## config.mk

```make
export PLATFORM = sky130hd
export DESIGN_NAME = seq_ripple_adder_flat
export DESIGN_NICKNAME = d
export VERILOG_FILES = /design/src/rtl/ddco_adder_pkg.sv /design/src/rtl/seq_ripple_adder_if.sv /design/src/rtl/chunk_ripple_adder.sv /design/src/rtl/seq_ripple_adder.sv /design/src/flat_wrapper.sv
export SDC_FILE = /design/constraint.sdc
export NUM_CORES = 1
export LEC_CHECK = 0
export BUFFER_PORTS_ARGS = -buffer_cell sky130_fd_sc_hd__buf_4
export CAP_MARGIN = 20
export CORE_MARGIN = 5
export CORE_UTILIZATION = 50
export DETAILED_ROUTE_END_ITERATION = 16
export PLACE_DENSITY = 0.74
export SETUP_SLACK_MARGIN = 0.3
export SYNTH_ARGS = -nofsm -noshare
export SYNTH_HDL_FRONTEND = slang
export SYNTH_SLANG_ARGS = --single-unit
```

## constraint.sdc

```tcl
create_clock -name clk -period 6.5 [get_ports clk]
set_clock_uncertainty 0.2 [all_clocks]
set_input_delay 0.65 -clock clk [delete_from_list [all_inputs] [get_ports clk]]
set_output_delay 0.65 -clock clk [all_outputs]
set_load 0.05 [all_outputs]
```

## src/rtl/ddco_adder_pkg.sv

```systemverilog
// Shared definitions for the sequential chunked adder.
// Contents: FSM state encoding and default operand/chunk widths.
package ddco_adder_pkg;

  localparam int unsigned DEF_WIDTH = 16;
  localparam int unsigned DEF_CHUNK = 4;

  typedef enum logic [1:0] {
    ST_IDLE = 2'd0,
    ST_RUN  = 2'd1,
    ST_DONE = 2'd2
  } state_t;

endpackage

```

## src/rtl/seq_ripple_adder_if.sv

```systemverilog
// Request/result bundle for seq_ripple_adder.
// master: drives start, sub, a, b, cin; observes sum, cout, ovf, busy, done.
// slave : the adder side of the same signals.
interface seq_ripple_adder_if
  import ddco_adder_pkg::*;
#(
  parameter int unsigned WIDTH = DEF_WIDTH
);

  logic             start;
  logic             sub;
  logic [WIDTH-1:0] a;
  logic [WIDTH-1:0] b;
  logic             cin;
  logic [WIDTH-1:0] sum;
  logic             cout;
  logic             ovf;
  logic             busy;
  logic             done;

  modport master (
    output start, sub, a, b, cin,
    input  sum, cout, ovf, busy, done
  );

  modport slave (
    input  start, sub, a, b, cin,
    output sum, cout, ovf, busy, done
  );

endinterface

```

## src/rtl/chunk_ripple_adder.sv

```systemverilog
// Combinational CHUNK-bit ripple-carry adder built from full adders.
// Ports: a, b (CHUNK bits), cin -> sum (CHUNK bits), cout.
module chunk_ripple_adder
  import ddco_adder_pkg::*;
#(
  parameter int unsigned CHUNK = DEF_CHUNK
) (
  input  logic [CHUNK-1:0] a,
  input  logic [CHUNK-1:0] b,
  input  logic             cin,
  output logic [CHUNK-1:0] sum,
  output logic             cout
);

  logic [CHUNK:0] c;

  assign c[0] = cin;

  // One full adder per bit; carry ripples from bit 0 upward.
  for (genvar i = 0; i < int'(CHUNK); i++) begin : g_fa
    assign sum[i]   = a[i] ^ b[i] ^ c[i];
    assign c[i+1]   = (a[i] & b[i]) | (c[i] & (a[i] ^ b[i]));
  end

  assign cout = c[CHUNK];

endmodule

```

## src/rtl/seq_ripple_adder.sv

```systemverilog
// Multi-cycle WIDTH-bit adder/subtractor processing CHUNK bits per clock.
// Ports: clk, rst_n (async active-low), bus (slave modport):
//   start/sub/a/b/cin request an operation in IDLE; sum/cout/ovf are the
//   registered result, busy marks RUN, done pulses for one cycle in DONE.
module seq_ripple_adder
  import ddco_adder_pkg::*;
#(
  parameter int unsigned WIDTH = DEF_WIDTH,
  parameter int unsigned CHUNK = DEF_CHUNK
) (
  input  logic                 clk,
  input  logic                 rst_n,
  seq_ripple_adder_if.slave    bus
);

  localparam int unsigned NCH  = WIDTH / CHUNK;
  localparam int unsigned IDXW = (NCH > 1) ? $clog2(NCH) : 1;

  state_t            state;
  state_t            state_nx;
  logic [WIDTH-1:0]  a_q;
  logic [WIDTH-1:0]  b_q;
  logic              carry;
  logic [IDXW-1:0]   idx;
  logic [CHUNK-1:0]  ch_a;
  logic [CHUNK-1:0]  ch_b;
  logic [CHUNK-1:0]  ch_sum;
  logic              ch_cout;
  logic              last_c;

  // Select the operand slices for the current chunk.
  always_comb begin
    ch_a = '0;
    ch_b = '0;
    for (int unsigned i = 0; i < NCH; i++) begin
      if (idx == IDXW'(i)) begin
        ch_a = a_q[i*CHUNK +: CHUNK];
        ch_b = b_q[i*CHUNK +: CHUNK];
      end
    end
  end

  assign last_c = (idx == IDXW'(NCH - 1));

  chunk_ripple_adder #(
    .CHUNK (CHUNK)
  ) u_chunk (
    .a    (ch_a),
    .b    (ch_b),
    .cin  (carry),
    .sum  (ch_sum),
    .cout (ch_cout)
  );

  // State register.
  always_ff @(posedge clk or negedge rst_n) begin
    if (!rst_n) begin
      state <= ST_IDLE;
    end else begin
      state <= state_nx;
    end
  end

  // Next-state logic.
  always_comb begin
    state_nx = state;
    unique case (state)
      ST_IDLE: if (bus.start) state_nx = ST_RUN;
      ST_RUN:  if (last_c)    state_nx = ST_DONE;
      ST_DONE:                state_nx = ST_IDLE;
      default:                state_nx = ST_IDLE;
    endcase
  end

  // Operand latch, chunk accumulation and registered status outputs.
  always_ff @(posedge clk or negedge rst_n) begin
    if (!rst_n) begin
      a_q      <= '0;
      b_q      <= '0;
      carry    <= 1'b0;
      idx      <= '0;
      bus.sum  <= '0;
      bus.cout <= 1'b0;
      bus.ovf  <= 1'b0;
      bus.busy <= 1'b0;
      bus.done <= 1'b0;
    end else begin
      bus.busy <= (state_nx == ST_RUN);
      bus.done <= (state_nx == ST_DONE);
      unique case (state)
        ST_IDLE: begin
          if (bus.start) begin
            // Subtraction is a + ~b + 1; cin only matters for addition.
            a_q     <= bus.a;
            b_q     <= bus.sub ? ~bus.b : bus.b;
            carry   <= bus.sub ? 1'b1 : bus.cin;
            idx     <= '0;
            bus.sum <= '0;
          end
        end
        ST_RUN: begin
          for (int unsigned i = 0; i < NCH; i++) begin
            if (idx == IDXW'(i)) bus.sum[i*CHUNK +: CHUNK] <= ch_sum;
          end
          carry <= ch_cout;
          idx   <= idx + IDXW'(1);
          if (last_c) begin
            // ch_sum's top bit is the result MSB on the final chunk.
            bus.cout <= ch_cout;
            bus.ovf  <= (a_q[WIDTH-1] == b_q[WIDTH-1]) &&
                        (ch_sum[CHUNK-1] != a_q[WIDTH-1]);
          end
        end
        default: ;
      endcase
    end
  end

endmodule

```

## src/flat_wrapper.sv

```systemverilog
// flat-port wrapper written by rule: the top's interface ports become plain ports
module seq_ripple_adder_flat import ddco_adder_pkg::*;
#(
  parameter int unsigned WIDTH = DEF_WIDTH,
  parameter int unsigned CHUNK = DEF_CHUNK
)
  (clk, rst_n, bus_start, bus_sub, bus_a, bus_b, bus_cin, bus_sum, bus_cout, bus_ovf, bus_busy, bus_done);
  seq_ripple_adder_if #(.WIDTH(WIDTH)) bus_i ();
  input  logic clk;
  input  logic rst_n;
  input wire logic [$bits(bus_i.start)-1:0] bus_start;
  input wire logic [$bits(bus_i.sub)-1:0] bus_sub;
  input wire logic [$bits(bus_i.a)-1:0] bus_a;
  input wire logic [$bits(bus_i.b)-1:0] bus_b;
  input wire logic [$bits(bus_i.cin)-1:0] bus_cin;
  output wire logic [$bits(bus_i.sum)-1:0] bus_sum;
  output wire logic [$bits(bus_i.cout)-1:0] bus_cout;
  output wire logic [$bits(bus_i.ovf)-1:0] bus_ovf;
  output wire logic [$bits(bus_i.busy)-1:0] bus_busy;
  output wire logic [$bits(bus_i.done)-1:0] bus_done;
  assign bus_i.start = bus_start;
  assign bus_i.sub = bus_sub;
  assign bus_i.a = bus_a;
  assign bus_i.b = bus_b;
  assign bus_i.cin = bus_cin;
  assign bus_sum = bus_i.sum;
  assign bus_cout = bus_i.cout;
  assign bus_ovf = bus_i.ovf;
  assign bus_busy = bus_i.busy;
  assign bus_done = bus_i.done;
  seq_ripple_adder #(.WIDTH(WIDTH), .CHUNK(CHUNK)) u_core (.clk(clk), .rst_n(rst_n), .bus(bus_i));
endmodule
```

### After elaboration in Yosys (flattened, before gate mapping)

Index checks and enable logic that the tools add are counted.
W data, S select, Z words.

* register bits after elaboration: 57
* input port bits: 37

* add/subtract/negate cells: 1
* bitwise logic cells: 21
* reduce and logical (&&, ||, !) cells: 11
* mux-type cells: 23
* equality and inequality tests: 13

Operator list (number)
* $mux W4: 12
* $mux W16: 2
* $pmux W16 S2: 1
* $not A16 Y16: 1
* $reduce_and A3 Y1: 4
* $and A1 B1 Y1: 8
* $ne A2 B1 Y1 const B: 4
* $pmux W2 S2: 2
* $xor A1 B1 Y1: 8
* $eq A2 B1 Y1 const B: 3
* $eq A2 B2 Y1 const B: 3
* $mux W2: 3
* $reduce_and A2 Y1: 3
* $logic_not A2 Y1: 2
* $or A1 B1 Y1: 4
* $add A2 B1 Y2 const B: 1
* $mux W1: 2
* $ne A2 B2 Y1 const B: 1
* $pmux W1 S2: 1
* $reduce_bool A2 Y1: 1
* $eq A1 B1 Y1: 1
* $logic_and A1 B1 Y1: 1
* $ne A1 B1 Y1: 1

### Logic depth before layout (Yosys ltp)

Gate-level depths: netlist of the first run.

* depth in word-level cells: 15
* gate-level depth with buffers: 14

### By module

A second synthesis of the first run with hierarchy kept.

* cells, all modules: 252
* area, all modules: 2896.5 um2

Modules (own cells, without submodules)
* seq_ripple_adder: cells an instance 238, area each 2778.9 um2, sequential area each 1426.4 um2, times used 1
* chunk_ripple_adder: cells an instance 14, area each 117.6 um2, sequential area each 0.0 um2, times used 1

### Worst setup path after synthesis of the first run

No wires, ideal clock.

* path type: register to register
* start point: register u_core.idx[1]
* end point: register u_core.bus.sum[7]
* cell stages (with the launch flop): 14
* library setup time: 121 ps
* arrival time: 3429 ps
* setup slack: 2750 ps
* cells stage by stage: dfrtp_1 -> inv_1 -> ha_1 -> clkbuf_1 -> a221oi_1 -> o31ai_1 -> fa_1 -> inv_1 -> fa_1 -> fa_1 -> fa_1 -> nor2_1 -> mux2_2 -> a22o_1

* word-level cells in the longest chain between the ends: 15
* elaborated cells between the ends (all ways): 30
* those cells by class: eq/ne: 4; mux: 10; bitwise: 14; reduce/logical: 2

RTL lines
* start, declared: line seq_ripple_adder.sv:24 `logic [IDXW-1:0] idx;`
* start signal, assigned: line seq_ripple_adder.sv:106 `idx <= idx + IDXW'(1);`
* $logic_not A2 Y1: line seq_ripple_adder.sv:36 `if (idx == IDXW'(i)) begin`
* $mux W4 (4 in a row): line seq_ripple_adder.sv:36
* $xor A1 B1 Y1: line chunk_ripple_adder.sv:22 `assign c[i+1] = (a[i] & b[i]) | (c[i] & (a[i] ^ b[i]));`
* $and A1 B1 Y1: line chunk_ripple_adder.sv:22
* $or A1 B1 Y1: line chunk_ripple_adder.sv:22
* $and A1 B1 Y1: line chunk_ripple_adder.sv:22
* $or A1 B1 Y1: line chunk_ripple_adder.sv:22
* $and A1 B1 Y1: line chunk_ripple_adder.sv:22
* $or A1 B1 Y1: line chunk_ripple_adder.sv:22
* $xor A1 B1 Y1: line chunk_ripple_adder.sv:21 `assign sum[i] = a[i] ^ b[i] ^ c[i];`
* $mux W4: line seq_ripple_adder.sv:103 `if (idx == IDXW'(i)) bus.sum[i*CHUNK +: CHUNK] <= ch_sum;`
* $pmux W16 S2: line seq_ripple_adder.sv:90 `unique case (state)`
* end signal, assigned by index: line seq_ripple_adder.sv:103
* end, declared: line seq_ripple_adder_if.sv:28 `output sum, cout, ovf, busy, done`

Several ways; a longest one is shown, not always the timed one. The select of a mux whose other input is x is not followed.
A chain may end at the register's enable or synchronous reset.

### Worst setup path after layout of the first run

* start point: register u_core.idx[1]
* end point: register u_core.bus.sum[15]

The elaborated chain is that of the path after synthesis.

==> results of run 1 <==
## through the flow
stage          utilization (%)  power, uW  instance area (um^2)
5_1_grt                   62.3       2320                  3430
6_report                  62.3       2150                  3430
2_1_floorplan                -       1560                  2840
3_5_place_dp              59.1       1860                  3250
4_1_cts                   62.3       2170                  3430
3_3_place_gp              59.1       1820                  3250
## state kept, by name, summed over array words and instances, names as in the netlist
register,flops
u_core.bus.sum,16
u_core.state,2
u_core.carry,1
u_core.bus.done,1
u_core.bus.ovf,1
u_core.bus.cout,1
u_core.bus.busy,1
u_core.idx,2
u_core.a_q,16
u_core.b_q,16
## layer usage
metal  up-vias  routed length [um]  part of all wire, %  GRT usage [%]
li1        967                   -                    -              -
met2        48                2870                   48           26.6
met5         -                   0                    0              0
met4         0                 117                  2.0           8.63
met1       975                2710                   46           24.0
met3        12                 259                  4.3           4.08
## kinds of logic after synthesis
logic type	Yosys count
simple gates	40
fa+ha+maj	8
compound gates	64
flops	57
xor+xnor	16
buf+inv	30
mux	32
## cell usage after synthesis (2+ instances only)
| cell type | number | area share (%) |
|---|---|---|
| a221o_1 | 5 | 1.8 |
| nor2b_1 | 5 | 1.1 |
| a221oi_1 | 2 | 0.62 |
| a21oi_1 | 22 | 3.9 |
| and2_1 | 2 | 0.44 |
| clkbuf_1 | 5 | 0.66 |
| a22oi_1 | 6 | 1.6 |
| xor2_1 | 3 | 0.92 |
| nor2_1 | 19 | 2.5 |
| mux2_2 | 30 | 12 |
| ha_1 | 4 | 1.8 |
| mux2i_1 | 2 | 0.70 |
| fa_1 | 4 | 2.8 |
| o31ai_1 | 2 | 0.53 |
| xnor2_1 | 13 | 4.0 |
| o21ai_0 | 7 | 1.2 |
| buf_6 | 2 | 0.79 |
| nand2_1 | 10 | 1.3 |
| dfrtp_1 | 57 | 50 |
| buf_4 | 5 | 1.3 |
| a22o_1 | 17 | 5.2 |
| inv_1 | 12 | 1.6 |
| buf_2 | 6 | 1.1 |
## final timing paths
check,startpoint,end,slack [ns],cells after the start
setup / recovery,u_core.idx[1],u_core.bus.sum[15],2.04,13
hold / removal,rst_n,u_core.bus.sum[2],0.17,1
setup reg to reg,u_core.idx[1],u_core.bus.sum[15],2.04,13
hold reg to reg,u_core.a_q[7],u_core.a_q[7],0.32,1
max in group asynchronous,rst_n,u_core.b_q[14],5.47,1
min in group clk,u_core.a_q[7],u_core.a_q[7],0.32,1
## final cells by class
class | instances | share of cell area (%)
flip-flops and latches | 57 | 41.5
multi-input cells | 160 | 36.8
repair buffers | 57 | 12.5
clock buffers | 12 | 4.81
well taps | 72 | 2.62
inverters | 12 | 1.31
clock inverters | 3 | 0.437
## power groups by stage
stage          combinational [uW]  sequential, uW  clock, uW
6_report                     1190             660        300
5_1_grt                      1310             679        322
4_1_cts                      1200             659        306
3_5_place_dp                 1190             664          0
3_3_place_gp                 1160             662          0
2_1_floorplan                 788             771          0
## critical path: stages (launching register included)
cell,delay [ns]
dfrtp_1,0.41
inv_1,0.09
ha_1,0.39
nor2b_1,0.55
a221oi_1,0.17
o31ai_1,0.38
fa_1,0.23
inv_1,0.05
fa_1,0.37
fa_1,0.39
fa_1,0.54
nor2_1,0.10
mux2_2,0.29
a22o_1,0.18
==> metrics, run 1 <==
status complete, no violations; share of post-route cells with drive strength above 1 34.9%; Flop pwr share 30.6%; # Post-CTS Setup Buffers 0; Netlist cell types 30; asr flop ratio synth 100%; Top FF cell, synth dfrtp_1; CTS tree done; first-pass GRT wire length 10.0 mm; final WL 5.96 mm; Synth Area in XOR/XNOR 4.93%; Synth Area per Inst 11.5 um^2; diode count 0; worst slew pin tran 0.853 ns; GRT Total Usage 17.7%; Yosys reg bits 57; Mapped Nets 292; largest family of logic cells by synthesized area compound AO/OA/AOI/OAI gates; Power Density 628 nW/um^2; Yosys Warn Count 0; Clock Path Buffers 2; area grow syn2layout 20.7%; Row Count 27; adder-cell area share of the yosys netlist 4.58%; Worst setup EP type flip-flop; Max VDD drop 0.309 mV; Net Sw Frac 43.4%; clock sink count 57; Critical Path RT 6.52 ns; Slew Viols, Final 0; die area 7300 um^2; I/O Pins 57; Hold Path Class in -> async; Placed Cells 358; Detail Route Antenna Nets 0; Tcrit/Tclk final 68.6%; setup_tns 0 ns; largest net degree at the start of global routing 58; Rel. slew slack 43.1%; initial antenna violation count 0; part of the power in the clock network 13.9%; Post-route DRC 0; post-synthesis cell area 2840 um^2; DR iter-0 viols 102; Initial Util 51.6%; synthesized instance count 247; Reg area 1430 um^2; clock root cell clkbuf_8; core area 5510 um^2; Compound-Gate Fraction of Synth Area 15.8%; Final setup viols 0; Layout fillers 467; worst-path fanout max 14; Fmax 224 MHz; drt wl/cell 16.0 um; Seq/Total Area, Yosys 50.2%; Pint 1220 uW; Sw Pwr 936 uW; commonest cells after routing, fill and taps aside buf_4 (57), dfrtp_1 (57), mux2_2 (30); final hold violation count 0; Total Nets Final 342; proportion of synthesized area in mux cells 12.6%; post-CTS sizing 0; Hold Slack 0.169 ns; Worst Setup Start Kind flip-flop; unrepaired setup endpoints after global routing no; grt ovf 0; Multi-input gate area 1260 um^2; EDFF count, synth 0; Pre-antenna DRT Iters 4; die width 85.4 um; Die H 85.4 um; CP arrival 4.48 ns; GP Congestion 0.792; Skew-Pair Late Insertion Delay 0.33 ns; detailed-route vias per instance 5.37; simple-gate share of the synthesized area 6.60%; Final Non-Filler Cells 373; Gate power share 55.5%; total CTS buffers 9; setup ws final 2.04 ns; max_cap viols 0; H-tree depth 3; critical path type reg -> reg; Final Critical Period 4.46 ns; CTS Hold Buffers Added 0; vias in the first global route 2022; clock slew at reported path FFs 0.06 ns; pre-CTS WS 2.10 ns; Port Buf Inserts 56; Leak 0.00157 uW; Vias 2002; post-detail-place hpwl 4.11 mm
No activity file was read; power rests on OpenSTA's default activity.
==> run 2: changes to the inputs <==
--- a/config.mk
+++ b/config.mk
@@ -5,12 +5,13 @@
 export SDC_FILE = /design/constraint.sdc
 export NUM_CORES = 1
 export LEC_CHECK = 0
+export ABC_AREA = 1
 export BUFFER_PORTS_ARGS = -buffer_cell sky130_fd_sc_hd__buf_4
 export CAP_MARGIN = 20
 export CORE_MARGIN = 5
-export CORE_UTILIZATION = 50
+export CORE_UTILIZATION = 49
 export DETAILED_ROUTE_END_ITERATION = 16
-export PLACE_DENSITY = 0.74
+export PLACE_DENSITY = 0.75
 export SETUP_SLACK_MARGIN = 0.3
 export SYNTH_ARGS = -nofsm -noshare
 export SYNTH_HDL_FRONTEND = slang
==> constraint.sdc (replaced) <==
create_clock -name clk -period 4.1 [get_ports clk]
set_clock_uncertainty 0.2 [all_clocks]
set_input_delay 0.41 -clock clk [delete_from_list [all_inputs] [get_ports clk]]
set_output_delay 0.41 -clock clk [all_outputs]
set_load 0.05 [all_outputs]
==> run 2 against run 1 <==
Against the previous run: sequential power is 48% higher; global-route usage is 1.0 points higher; setup slack worse by 1.4 ns; synthesized cell count is 38% higher; sequential cell count stayed put; register-to-register slack worse by 1.4 ns; critical path type unchanged; largest cell class unchanged.
==> metrics, run 2 <==
Netlist cell types 25 (was 30); RR Startpoint u_core.idx[0] (was u_core.idx[1]); reg-to-reg slack, setup 0.59 ns (was 2.04 ns); final core utilization 62.3% (about the same); synthesized instance count 341 (was 247); Worst setup EP type flip-flop (unchanged); metal2 WL 3.00 mm (was 2.87 mm); drt wl/cell 13.1 um (was 16.0 um); Hold Path Stages 3; CP arrival 3.58 ns (was 4.48 ns); WHS Endpoint u_core.a_q[14]; DR iter-0 viols 113 (was 102); reg2reg path depth 13 (unchanged); CP dominant cell by count fa_1 (unchanged); critical path type reg -> reg (unchanged); part of the power in the clock network 17.3% (was 13.9%); vias in the first global route 2315 (was 2022); Vias 2289 (was 2002); max_cap viols 0 (unchanged); unrepaired setup endpoints after global routing no (unchanged); Mapped Nets 386 (was 292); Gate power share 51.4% (was 55.5%); Synth area leaders dfrtp_1 (50%), nand2_1 (19%), xnor2_1 (4.9%) (was dfrtp_1 (50%), mux2_2 (12%), a22o_1 (5.2%)); kind of cell with the highest combined delay on the critical path adder cells (unchanged); area grow syn2layout 22.5% (was 20.7%); Design Power 3110 uW (was 2150 uW); die width 86.1 um (was 85.4 um); Pint 1670 uW (was 1220 uW); worst path cell trace inv_1, ha_1, inv_2, nand3_1, a21oi_1, fa_1, inv_1, fa_1, fa_1, fa_1, nor2_1, nand2_1, nand2_1 (was inv_1, ha_1, nor2b_1, a221oi_1, o31ai_1, fa_1, inv_1, fa_1, fa_1, fa_1, nor2_1, mux2_2, a22o_1); detailed-route vias per instance 4.85 (was 5.37); worst-path fanout max 10 (was 14); Pre-antenna DRT Iters 4 (unchanged); top cell type's share of synthesized area 50.3% (was 50.2%); GRT Total Usage 18.7% (was 17.7%); clock root cell clkbuf_8 (unchanged); Detail Route Antenna Nets 0 (unchanged); share of post-route cells with drive strength above 1 21.3% (was 34.9%); core area 5570 um^2 (was 5510 um^2); setup_tns 0 ns (unchanged); CTS tree done (unchanged); total CTS buffers 9 (unchanged); Initial Util 50.9% (was 51.6%); asr flop ratio synth 100% (unchanged); EDFF count, synth 0 (unchanged); Post-synth top cells nand2_1 (145), dfrtp_1 (57), nand3_1 (19), inv_1 (18), xnor2_1 (16) (was dfrtp_1 (57), mux2_2 (30), a21oi_1 (22), nor2_1 (19), a22o_1 (17)); Critical Path RT 4.17 ns (was 6.52 ns); Yosys Warn Count 0 (unchanged); Top Registers u_core.a_q: 16 flops, u_core.b_q: 16 flops, u_core.bus.sum: 16 flops (unchanged); Final Critical Period 3.51 ns (was 4.46 ns); Crit Reg-Reg Endpoint u_core.bus.sum[3] (was u_core.bus.sum[15]); final WL 6.20 mm (was 5.96 mm); diode count 0 (unchanged); routed length on met3 287 um (was 259 um); post-synthesis cell area 2840 um^2 (about the same); first-pass GRT wire length 10.9 mm (was 10.0 mm); status complete, no violations (unchanged); Post-route DRC 0 (unchanged); Top FF cell, synth dfrtp_1 (unchanged); Seq/Total Area, Yosys 50.3% (was 50.2%); largest stage delay on the critical path 0.48 ns (was 0.55 ns); top-count cell post-synth nand2_1 (was dfrtp_1); Yosys reg bits 57 (unchanged); Worst path slowest cell fa_1 (was nor2b_1); Layout fillers 499 (was 467); largest net degree at the start of global routing 64 (was 58); routed length on met1 2.83 mm (was 2.71 mm); Net Sw Frac 46.3% (was 43.4%); H-tree depth 3 (unchanged); Max VDD drop 0.445 mV (was 0.309 mV); Worst Setup Start Kind flip-flop (unchanged); Power Density 895 nW/um^2 (was 628 nW/um^2); Slew Viols, Final 0 (unchanged); Worst Path Buf+Inv 3 (was 2); Port Buf Inserts 56 (unchanged); most common cell after layout, fill and taps aside nand2_1; Leak 0.00185 uW (was 0.00157 uW); post-detail-place hpwl 4.49 mm (was 4.11 mm); Skew-Pair Late Insertion Delay 0.34 ns (was 0.33 ns); GP Congestion 0.876 (was 0.792); Hold Path Class in -> reg (was in -> async); cell taking the most area after synthesis dfrtp_1 (unchanged); clock slew at reported path FFs 0.06 ns (about the same); Die H 86.1 um (was 85.4 um); top layer in use met4 (unchanged); Hold Slack 0.0646 ns (was 0.169 ns); worst slew pin tran 0.704 ns (was 0.853 ns); Row Count 27 (unchanged); I/O Pins 57 (unchanged); Rel. slew slack 53.1% (was 43.1%); Clock Path Buffers 2 (unchanged); initial antenna violation count 0 (unchanged); final hold violation count 0 (unchanged); Flop pwr share 31.3% (was 30.6%); Fmax 285 MHz (was 224 MHz); die area 7410 um^2 (was 7300 um^2); Total Nets Final 440 (was 342); commonest cells after routing, fill and taps aside nand2_1 (145), dfrtp_1 (57), buf_4 (56) (was buf_4 (57), dfrtp_1 (57), mux2_2 (30)); Final setup viols 0 (unchanged); Tcrit/Tclk final 85.5% (was 68.6%); HP Start bus_a[14]; grt ovf 0 (unchanged); Synth Area per Inst 8.31 um^2 (was 11.5 um^2); Sw Pwr 1440 uW (was 936 uW); clock sink count 57 (unchanged)
run 2: cell count changes after synthesis, moves of 10 or more:
cell,previous run,this run
nand2_1,10,145
mux2_2,30,0
nand3_1,1,19
a22o_1,17,0
a21oi_1,22,11
o21ai_1,0,10
run 2: power by group through the flow:
stage / clock, uW / combinational [uW] / sequential (uW)
final: 538 / 1600 / 974
after global routing: 581 / 1810 / 1010
after CTS: 548 / 1600 / 972
after detailed placement: 0 / 1590 / 976
after global placement: 0 / 1560 / 979
after floorplan: 0 / 1010 / 1150
run 2: layer usage:
metal | vias up | GRT usage (%)
li1 | 1166 | -
met1 | 1070 | 24.5
met2 | 44 | 29.8
met3 | 9 | 5.96
met4 | 0 | 5.61
met5 | - | 0
run 2: area by class of cell:
type	instances	area (um^2)	share of cell area, %
multi-input cells	250	1240	35.8
well taps	72	90.1	2.59
flip-flops and latches	57	1430	41.1
clock buffers	14	173	4.97
inverters	20	75.1	2.16
clock inverters	2	35.0	1.01
repair buffers	57	430	12.4
run 2: worst max path at each step:
| stage | start | end | cells past startpoint |
|---|---|---|---|
| 2_1_floorplan | u_core.idx[0] | u_core.bus.sum[3] | 14 |
| 6_report | u_core.idx[0] | u_core.bus.sum[3] | 13 |
| 3_5_place_dp | u_core.idx[1] | u_core.bus.sum[3] | 14 |
| 5_1_grt | u_core.idx[1] | u_core.bus.sum[11] | 14 |
| 3_3_place_gp | u_core.idx[1] | u_core.bus.sum[3] | 14 |
| 4_1_cts | u_core.idx[1] | u_core.bus.sum[3] | 14 |
run 2: kinds of logic (layout without fill, tap and decap cells):
| logic type | after synthesis | in the layout | synth area share, % |
|---|---|---|---|
| AND/OR/NAND/NOR | 187 | 187 | 26.9 |
| flip-flops | 57 | 57 | 50.3 |
| AO/OA/AOI/OAI | 39 | 39 | 7.28 |
| buffers and inverters | 34 | 93 | 5.96 |
| XOR/XNOR | 16 | 16 | 4.94 |
| adder cells (fa/ha/maj) | 8 | 8 | 4.59 |
run 2: repair_timing:
action / 4_1_cts / 5_1_grt
resized for setup: 0 / 2
endpoints found under the hold margin: 57 / 0
hold buffers: 1 / 0
setup endpoints to repair: 0 / 4
buffers inserted: 0 / 0
run 2: tightest hold or removal path, delay by kind of cell:
family / cells / cell delay, ns
buf+inv: 1 / 0.07
simple gates: 2 / 0.08
run 2: stage by stage:
step	setup WS [ns]	std cells	area (um^2)
finish	0.594	472	3470
global route	0.343	472	3470
CTS	0.487	472	3470
detailed placement	0.510	455	3250
global placement	0.641	455	3250
floorplan	0.886	341	2840
==> run 3: changes to the inputs <==
--- a/config.mk
+++ b/config.mk
@@ -11,7 +11,8 @@
 export CORE_MARGIN = 5
 export CORE_UTILIZATION = 49
 export DETAILED_ROUTE_END_ITERATION = 16
-export PLACE_DENSITY = 0.75
+export HOLD_SLACK_MARGIN = 0.03
+export PLACE_DENSITY = 0.77
 export SETUP_SLACK_MARGIN = 0.3
 export SYNTH_ARGS = -nofsm -noshare
 export SYNTH_HDL_FRONTEND = slang
==> run 3 against run 2 <==
Against the previous run: count of clock-buffer cells in the layout shrank 1; sequential cell count did not move; largest cell class unchanged; sequential share of layout area is 0.34 points higher; critical path depth unchanged; via count grew 1.2%; total power fell by 2.2%; wire length shrank 0.40%; non-clock buffer count unchanged; register-to-register slack gained 0.02 ns.
==> metrics, run 3 (synthesis results as in run 2) <==
first-pass GRT wire length 10.5 mm (was 10.9 mm); Clock Path Buffers 2 (unchanged); commonest cells after routing, fill and taps aside nand2_1 (145), dfrtp_1 (57), buf_4 (56) (unchanged); kind of cell with the highest combined delay on the critical path adder cells (unchanged); CP arrival 3.55 ns (was 3.58 ns); Critical Path RT 4.16 ns (was 4.17 ns); Worst setup EP type flip-flop (unchanged); critical path type reg -> reg (unchanged); total CTS buffers 9 (unchanged); Slew Viols, Final 0 (unchanged); GRT Total Usage 18.1% (was 18.7%); Leak 0.00183 uW (was 0.00185 uW); Row Count 27 (unchanged); CP dominant cell by count fa_1 (unchanged); placed cell area 3250 um^2 (unchanged); setup_tns 0 ns (unchanged); Detail Route Antenna Nets 0 (unchanged); final WL 6.17 mm (was 6.20 mm); largest stage delay on the critical path 0.49 ns (was 0.48 ns); share of post-route cells with drive strength above 1 21.8% (was 21.3%); area grow syn2layout 21.4% (was 22.5%); detailed-route vias per instance 4.91 (was 4.85); RR Startpoint u_core.idx[0] (unchanged); grt ovf 0 (unchanged); pre-CTS WS 0.449 ns (was 0.510 ns); die area 7410 um^2 (unchanged); # Post-CTS Setup Buffers 0 (unchanged); clock slew at reported path FFs 0.06 ns (about the same); clock root cell clkbuf_8 (unchanged); worst setup path start u_core.idx[0] (unchanged); Worst path slowest cell fa_1 (unchanged); DR iter-0 viols 101 (was 113); Final setup viols 0 (unchanged); Die H 86.1 um (unchanged); Initial Util 50.9% (unchanged); Tcrit/Tclk final 85.0% (was 85.5%); reg-to-reg slack, setup 0.62 ns (was 0.59 ns); core area 5570 um^2 (unchanged); Total Nets Final 440 (unchanged); vias in the first global route 2266 (was 2315); Hold Slack 0.0765 ns (was 0.0646 ns); Fmax 287 MHz (was 285 MHz); most common cell after layout, fill and taps aside nand2_1 (unchanged); CP endpoint u_core.bus.sum[3] (unchanged); post-detail-place hpwl 4.47 mm (was 4.49 mm); worst-path fanout max 10 (unchanged); reg2reg path depth 13 (unchanged); Vias 2316 (was 2289); unrepaired setup endpoints after global routing no (unchanged); Critical Path Stages 13 (unchanged); Top Registers u_core.a_q: 16 flops, u_core.b_q: 16 flops, u_core.bus.sum: 16 flops (unchanged); H-tree depth 3 (unchanged); Worst Setup Start Kind flip-flop (unchanged); Worst Path Buf+Inv 3 (unchanged); Skew-Pair Late Insertion Delay 0.33 ns (was 0.34 ns); final hold violation count 0 (unchanged); cell area after layout 3440 um^2 (was 3470 um^2); worst slew pin tran 0.696 ns (was 0.704 ns); Max VDD drop 0.395 mV (was 0.445 mV); diode count 0 (unchanged); worst path cell trace inv_1, ha_1, inv_2, nand3_1, a21oi_1, fa_1, inv_1, fa_1, fa_1, fa_1, nor2_2, nand2_1, nand2_1 (was inv_1, ha_1, inv_2, nand3_1, a21oi_1, fa_1, inv_1, fa_1, fa_1, fa_1, nor2_1, nand2_1, nand2_1); largest net degree at the start of global routing 64 (unchanged); initial antenna violation count 0 (unchanged); Pre-antenna DRT Iters 6 (was 4); Hold Path Class in -> reg (unchanged); clock sink count 57 (unchanged); max_cap viols 0 (unchanged); setup ws final 0.617 ns (was 0.594 ns); Port Buf Inserts 56 (unchanged); Crit Reg-Reg Endpoint u_core.bus.sum[3] (unchanged); Post-route DRC 0 (unchanged); Power Density 883 nW/um^2 (was 895 nW/um^2); status complete, no violations (unchanged); CTS tree done (unchanged); I/O Pins 57 (unchanged); drt wl/cell 13.1 um (about the same); Final Critical Period 3.48 ns (was 3.51 ns); Rel. slew slack 53.6% (was 53.1%); die width 86.1 um (unchanged); GP Congestion 0.882 (was 0.876)
run 3: cell count changes in the layout (fill, tap and decap cells not counted), sizes merged:
cell / delta
clkinv: +2
bufinv: -1
clkbuf: -1
run 3: routing by layer:
layer	up-vias	wire (um)	track usage [%]
li1	1171	-	-
met1	1087	2830	23.3
met2	50	2970	29.4
met3	8	305	4.23
met4	0	74	7.19
met5	-	0	0
run 3: worst min-delay path: stages:
cell     delay [ns]
buf_4          0.08
nand2_1        0.04
nand2_1        0.04
run 3: timing repair:
| action | CTS | global route |
|---|---|---|
| hold buffers | 1 | 0 |
| gates resized for setup | 0 | 4 |
| endpoints found under the hold margin | 57 | 0 |
| endpoints found under the setup margin | 0 | 5 |
run 3: cell type report:
class	count	area, um^2
well taps	72	90.1
clock inverters	3	15.0
multi-input cells	250	1250
fillers	534	2130
repair buffers	57	430
flip-flops and latches	57	1430
inverters	20	75.1
clock buffers	13	159
run 3: power by group:
group | leakage (uW) | switching, uW | internal (uW)
clock network | 0.0000932 | 209 | 249
registers | 0.000721 | 159 | 813
logic | 0.00102 | 1070 | 536
run 3: how the worst min path moves through the flow:
stage                 startpoint                 to  slack, ns  cells past startpoint
2_1_floorplan              rst_n      u_core.a_q[0]      -0.09                      0
4_1_cts                 bus_a[7]      u_core.a_q[7]       0.07                      3
5_1_grt                bus_a[14]     u_core.a_q[14]       0.08                      3
6_report               bus_a[12]     u_core.a_q[12]       0.08                      3
3_5_place_dp   u_core.bus.sum[2]  u_core.bus.sum[2]       0.27                      2
3_3_place_gp   u_core.bus.sum[5]  u_core.bus.sum[5]       0.26                      2
run 3: through the flow:
step	instances	util (%)	power, uW
final	472	61.8	3040
after global routing	472	61.8	3330
after global placement	455	58.3	2540
after CTS	472	61.6	3050
after detailed placement	455	58.3	2580
after floorplan	341	-	2160
